$ cat src/rtl/grf_wb_queue_pkg.sv
// Shared CPU definitions used by the write-back queue: register address width,
// data width, the hard-wired zero register and the queue entry layout.
package grf_wb_queue_pkg;

  localparam int REG_AW = 5;
  localparam int DATA_W = 32;
  localparam logic [REG_AW-1:0] ZERO_REG = 5'd0;

  typedef struct packed {
    logic [REG_AW-1:0] addr;
    logic [DATA_W-1:0] data;
    logic [DATA_W-1:0] pc;
  } wb_entry_t;

endpackage

$ cat src/rtl/grf_wb_queue_fwd_match.sv
// One forwarding lookup port: scans the queued entries from newest to oldest
// and returns the data of the first entry whose address matches the lookup.
module wb_fwd_match
  import grf_wb_queue_pkg::*;
#(
  parameter int DEPTH = 4,
  parameter int CW    = 3,
  parameter int PW    = 2
) (
  input  logic [DEPTH-1:0][REG_AW-1:0] i_addrs,
  input  logic [DEPTH-1:0][DATA_W-1:0] i_datas,
  input  logic [PW-1:0]                i_wptr,
  input  logic [CW-1:0]                i_count,
  input  logic [REG_AW-1:0]            i_lookup,
  output logic                         o_hit,
  output logic [DATA_W-1:0]            o_data
);

  logic              w_hit;
  logic [DATA_W-1:0] w_data;

  // Offset i walks back from the entry just below the write pointer; the
  // first valid match found is the newest one.
  always_comb begin
    w_hit  = 1'b0;
    w_data = '0;
    for (int i = 0; i < DEPTH; i++) begin
      if (!w_hit && (CW'(i) < i_count) && (i_lookup != ZERO_REG) &&
          (i_addrs[i_wptr - PW'(i + 1)] == i_lookup)) begin
        w_hit  = 1'b1;
        w_data = i_datas[i_wptr - PW'(i + 1)];
      end else begin
        w_hit  = w_hit;
        w_data = w_data;
      end
    end
  end

  assign o_hit  = w_hit;
  assign o_data = w_data;

endmodule

$ cat src/rtl/grf_wb_queue.sv
// Register-file write-back queue: buffers write-backs while the GRF write port
// is held, with forwarding of pending values. Define WB_TRACE_EN for a write trace.
module grf_wb_queue
  import grf_wb_queue_pkg::*;
#(
  parameter int DEPTH = 4,
  parameter int CW    = 3
) (
  input  logic              clk,
  input  logic              reset,
  input  logic              in_valid,
  output logic              in_ready,
  input  logic [REG_AW-1:0] in_addr,
  input  logic [DATA_W-1:0] in_data,
  input  logic [DATA_W-1:0] in_pc,
  input  logic              grf_hold,
  output logic              grf_we,
  output logic [REG_AW-1:0] grf_a3,
  output logic [DATA_W-1:0] grf_wd,
  output logic [DATA_W-1:0] grf_pc,
  input  logic [REG_AW-1:0] fwd_a1,
  input  logic [REG_AW-1:0] fwd_a2,
  output logic              fwd_hit1,
  output logic              fwd_hit2,
  output logic [DATA_W-1:0] fwd_d1,
  output logic [DATA_W-1:0] fwd_d2,
  output logic [CW-1:0]     count
);

  localparam int PW = (DEPTH > 1) ? $clog2(DEPTH) : 1;

  wb_entry_t                   r_mem [DEPTH];
  logic [PW-1:0]               r_wptr;
  logic [PW-1:0]               r_rptr;
  logic [CW-1:0]               r_count;
  logic                        w_empty;
  logic                        w_push;
  logic                        w_pop;
  wb_entry_t                   w_head;
  logic [DEPTH-1:0][REG_AW-1:0] w_addrs;
  logic [DEPTH-1:0][DATA_W-1:0] w_datas;

  // Readiness looks only at registered occupancy, so a same-cycle pop never frees a slot.
  assign in_ready = (r_count != CW'(DEPTH));
  assign w_empty  = (r_count == CW'(0));
  assign w_push   = in_valid && in_ready && (in_addr != ZERO_REG);
  assign w_pop    = !w_empty && !grf_hold;
  assign w_head   = r_mem[r_rptr];
  assign grf_we   = w_pop;
  assign count    = r_count;

  // Head entry presented to the register file, forced to zero when empty.
  always_comb begin
    if (w_empty) begin
      grf_a3 = '0;
      grf_wd = '0;
      grf_pc = '0;
    end else begin
      grf_a3 = w_head.addr;
      grf_wd = w_head.data;
      grf_pc = w_head.pc;
    end
  end

  // Entry storage: not reset, since validity is carried by the pointers and count.
  always_ff @(posedge clk) begin
    if (w_push) begin
      r_mem[r_wptr] <= '{addr: in_addr, data: in_data, pc: in_pc};
    end
  end

  // Pointer and occupancy state; power-of-two depth lets the pointers wrap naturally.
  always_ff @(posedge clk or posedge reset) begin
    if (reset) begin
      r_wptr  <= '0;
      r_rptr  <= '0;
      r_count <= '0;
    end else begin
      if (w_push) r_wptr <= r_wptr + PW'(1);
      if (w_pop)  r_rptr <= r_rptr + PW'(1);
      case ({w_push, w_pop})
        2'b10:   r_count <= r_count + CW'(1);
        2'b01:   r_count <= r_count - CW'(1);
        default: r_count <= r_count;
      endcase
    end
  end

  // Flatten the storage for the forwarding scanners.
  always_comb begin
    for (int i = 0; i < DEPTH; i++) begin
      w_addrs[i] = r_mem[i].addr;
      w_datas[i] = r_mem[i].data;
    end
  end

  wb_fwd_match #(.DEPTH(DEPTH), .CW(CW), .PW(PW)) u_fwd1 (
    .i_addrs (w_addrs),
    .i_datas (w_datas),
    .i_wptr  (r_wptr),
    .i_count (r_count),
    .i_lookup(fwd_a1),
    .o_hit   (fwd_hit1),
    .o_data  (fwd_d1)
  );

  wb_fwd_match #(.DEPTH(DEPTH), .CW(CW), .PW(PW)) u_fwd2 (
    .i_addrs (w_addrs),
    .i_datas (w_datas),
    .i_wptr  (r_wptr),
    .i_count (r_count),
    .i_lookup(fwd_a2),
    .o_hit   (fwd_hit2),
    .o_data  (fwd_d2)
  );

`ifdef WB_TRACE_EN
  // Simulation trace of every register-file write.
  always_ff @(posedge clk) begin
    if (!reset && grf_we) begin
      $display("@%08h: $%02d <= %08h", grf_pc, grf_a3, grf_wd);
    end
  end
`else
`endif

endmodule

$ cat config.mk
export PLATFORM = sky130hd
export DESIGN_NAME = grf_wb_queue
export DESIGN_NICKNAME = d
export VERILOG_FILES = /design/src/rtl/grf_wb_queue_pkg.sv /design/src/rtl/grf_wb_queue_fwd_match.sv /design/src/rtl/grf_wb_queue.sv
export SDC_FILE = /design/constraint.sdc
export NUM_CORES = 1
export LEC_CHECK = 0
export BUFFER_PORTS_ARGS = -buffer_cell sky130_fd_sc_hd__buf_2
export CAP_MARGIN = 40
export CORE_MARGIN = 3
export CORE_UTILIZATION = 37
export DETAILED_ROUTE_END_ITERATION = 8
export PLACE_DENSITY = 0.55
export SYNTH_ARGS = -nofsm -noshare
export SYNTH_HDL_FRONTEND = slang
export SYNTH_HIERARCHICAL = 1
export SYNTH_SLANG_ARGS = --single-unit
$ cat constraint.sdc
create_clock -name clk -period 4.17 [get_ports clk]
set_input_delay 0.417 -clock clk [delete_from_list [all_inputs] [get_ports clk]]
set_output_delay 0.417 -clock clk [all_outputs]
set_load 0.01 [all_outputs]
==> run metrics <==
Period minus WS final=around 4100 ps; die area=55000 sq um; first-pass GRT wire length=89000 um; switching power=7.14 mW; crit-path max cell delay=approximately 530 ps; CP required=3750 ps; layout cells sized above 1=38.1%; count leader, synth=edfxtp_1; reg2reg path depth=7; cell internal pwr=a little under 10 mW; Hold EP=r_mem[1][21]; # IOs=223; Slew headroom=40.1%; RR Endpoint=r_mem[0][6]; P_leak=8.06 nW; cell row count=83; GRT Total Usage=21.3%; Comb pwr share=55.1%; Post-synth top cells=edfxtp_1, nor2_1, nor2b_1; Ys Warns=6; largest net degree at the start of global routing=70; global route overflow=0; sequential share of power=26.3%; status=complete, no violations; initial antenna violation count=11; synth unique cells=47; TritonCTS clock tree=built; FFs w/ async S/R, synth=2.47%; Clock Path Buffers=3; clock power share=18.7%; worst reg-to-reg setup slack=~1300 ps; Yosys top cell area share=~43%; vias in the first global route=roughly 15000; Switching Fraction=42.0%; GP Congestion=0.833; crit share post-route=98.2%; synth-to-layout area growth=19.3%; #FFs+latches synth=around 280; post-route ant nets=0; H-tree levels=2; # fillers=approximately 4700; vias per inst=5.82; Worst-Skew Late Latency=560 ps; Final Routed Wirelength=60700 um; drt first pass iters=5; Core ar.=51500 sq um; Starting DRT DRC Count=roughly 1200; fmax=244 MHz; Worst Hold Launch=in_pc[21]; Die Ht=235 um; skew final=15.0 ps; final hold slack=67.5 ps; Yosys top cell by area=edfxtp_1; Inst Count DP=2473; CP cell instances=buf_4 > mux2i_1 > mux2_2 > o21ai_1 > a211oi_4 > buf_4 > o41a_4 > buf_4 > a211oi_2 > o32ai_2 > buf_4 > buf_2; via count=between 10000 and 15000; DRC=0; FF-to-FF Start=r_wptr[1]; critical path's slowest cell=dfrtp_4; setup violation total in the final timing report=0; CP Class=reg -> out; CP most frequent cell=buf_4; fin cells=2557; area of the mapped netlist=19300 sq um; Post-synth EDFFs=276; worst min path class=in -> reg; syn_nets=1747; Final Hold Fails=0; CP max FO=8; port bufs=222; critical path data arrival time=3680 ps; Synth Flop Type=edfxtp_1; CP startpoint kind=flop; Avg WL per Cell=23.8 um; Initial Util=37.5%; Gate Count Post-Synth=1658; Root Driver=clkbuf_16; CTS clk-pin slew, worst paths=60 ps; Worst setup EP type=output pin; largest cells by area after synthesis=edfxtp_1, mux4_2, mux2_2, nor2b_1, mux2i_1; maximum vdd drop=between 0.4 and 0.5 mV; die width=235 um; max-cap check violation count=0; max-slew violations=0; sequential area share after synthesis=43.8%; unrepaired setup endpoints after global routing=yes; total CTS buffers=36; hpwl dp=between 30000 and 40000 um; Layout Nets=1938; TritonCTS Sinks=283; Least-Margin Pin Slew=898 ps; hold path depth=1; pwr/cell area=737 nW/um^2; per-instance average area after synthesis=11.7 sq um; setup TNS=0 ps
==> state kept, by name, indices dropped and copies added (netlist names) <==
| signal | count |
|---|---|
| r_mem | 276 |
| r_wptr | 2 |
| count | 3 |
| r_rptr | 2 |
==> final cells by class <==
class	count	area, sq um	area share, %
Antenna cell	2	5.00	0.0217
Clock buffer	43	948	4.11
Clock inverter	21	248	1.07
Inverter	11	41.3	0.179
Multi-Input combinational cell	1210	10500	45.4
Sequential cell	283	8480	36.8
Tap cell	680	851	3.69
Timing Repair Buffer	307	2020	8.76
==> power groups by stage <==
| stage | clock network, mW | logic, mW | registers (mW) |
|---|---|---|---|
| global route | 3.37 | 10.1 | 4.56 |
| CTS | 3.26 | 9.20 | 4.49 |
| floorplan | 0 | 6.64 | 4.11 |
| finish | 3.17 | 9.36 | 4.46 |
| detailed placement | 0 | 8.98 | 4.59 |
| global placement | 0 | 8.86 | 4.57 |
==> what timing repair did <==
item | CTS | global route
gates resized for setup | 19 | 41
gates cloned | 0 | 3
pin swaps | 2 | 4
hold buffers | 1 | 0
endpoints found under the setup margin | 63 | 54
hold endpoints to repair | 7 | 0
setup buffers | 8 | 6
==> per-stage QoR <==
step | utilization, % | area, sq um | setup slack [ps] | power (mW)
after floorplan | - | 19300 | 1080 | 10.8
after global placement | 41.3 | 21300 | 382 | 13.4
after detailed placement | 41.4 | 21300 | 348 | 13.6
after CTS | 44.1 | 22700 | 4.01 | 16.9
final | 44.8 | 23100 | 74.7 | 17.0
after global routing | 44.8 | 23100 | -29.5 | 18.1
==> worst max path at each step <==
stage | from | to | slack, ps | cells after the start
2_1_floorplan | r_wptr[1] | fwd_d1[0] | 1080 | 9
3_3_place_gp | r_wptr[1] | fwd_d2[31] | 380 | 11
4_1_cts | r_wptr[1] | fwd_d1[26] | 4 | 10
5_1_grt | r_wptr[0] | fwd_d2[31] | -30 | 13
3_5_place_dp | r_wptr[0] | fwd_d2[31] | 350 | 12
6_report | r_wptr[0] | fwd_d2[19] | 70 | 12
==> kinds of logic (layout without fill, tap and decap cells) <==
kind of cell / count (synthesis) / count (layout) / synth area share [%]
xor+xnor: 42 / 42 / 1.90
simple gates: 509 / 509 / 12.6
buf+inv: 166 / 382 / 4.00
other cells: 0 / 2 / 0
mux: 311 / 311 / 23.4
fa+ha+maj: 6 / 6 / 0.427
flops: 283 / 283 / 43.8
compound gates: 341 / 342 / 13.9
==> layout by cell type (no fill, tap or decap), drive strengths merged, types with 14 or more instances in the layout <==
cell type  synthesis  layout
edfxtp           276     276
a211oi           126     126
nor3              73      73
mux2             131     131
clkbuf            89      45
mux2i             81      81
nor2             198     198
xor2              14      14
xnor2             28      28
inv               11      15
o32ai             64      64
nor2b            133     133
a21oi             70      70
buf               66     304
nand2             76      76
mux4              99      99
o21ai             66      66
==> layer usage <==
layer	routed length (um)	GRT usage, %	vias up
met5	119	0	-
li1	-	-	6776
met4	1860	6.86	18
met2	28200	34.2	568
met3	5170	5.94	130
met1	25400	27.9	7390
==> critical path: cells and delay by family, from the launching register on <==
family / cells / cell delay (ps)
muxes: 2 / 590
buffers and inverters: 5 / 810
DFF: 1 / 530
AOI/OAI and AO/OA: 5 / 1180
(Power assumes the default switching activity.)
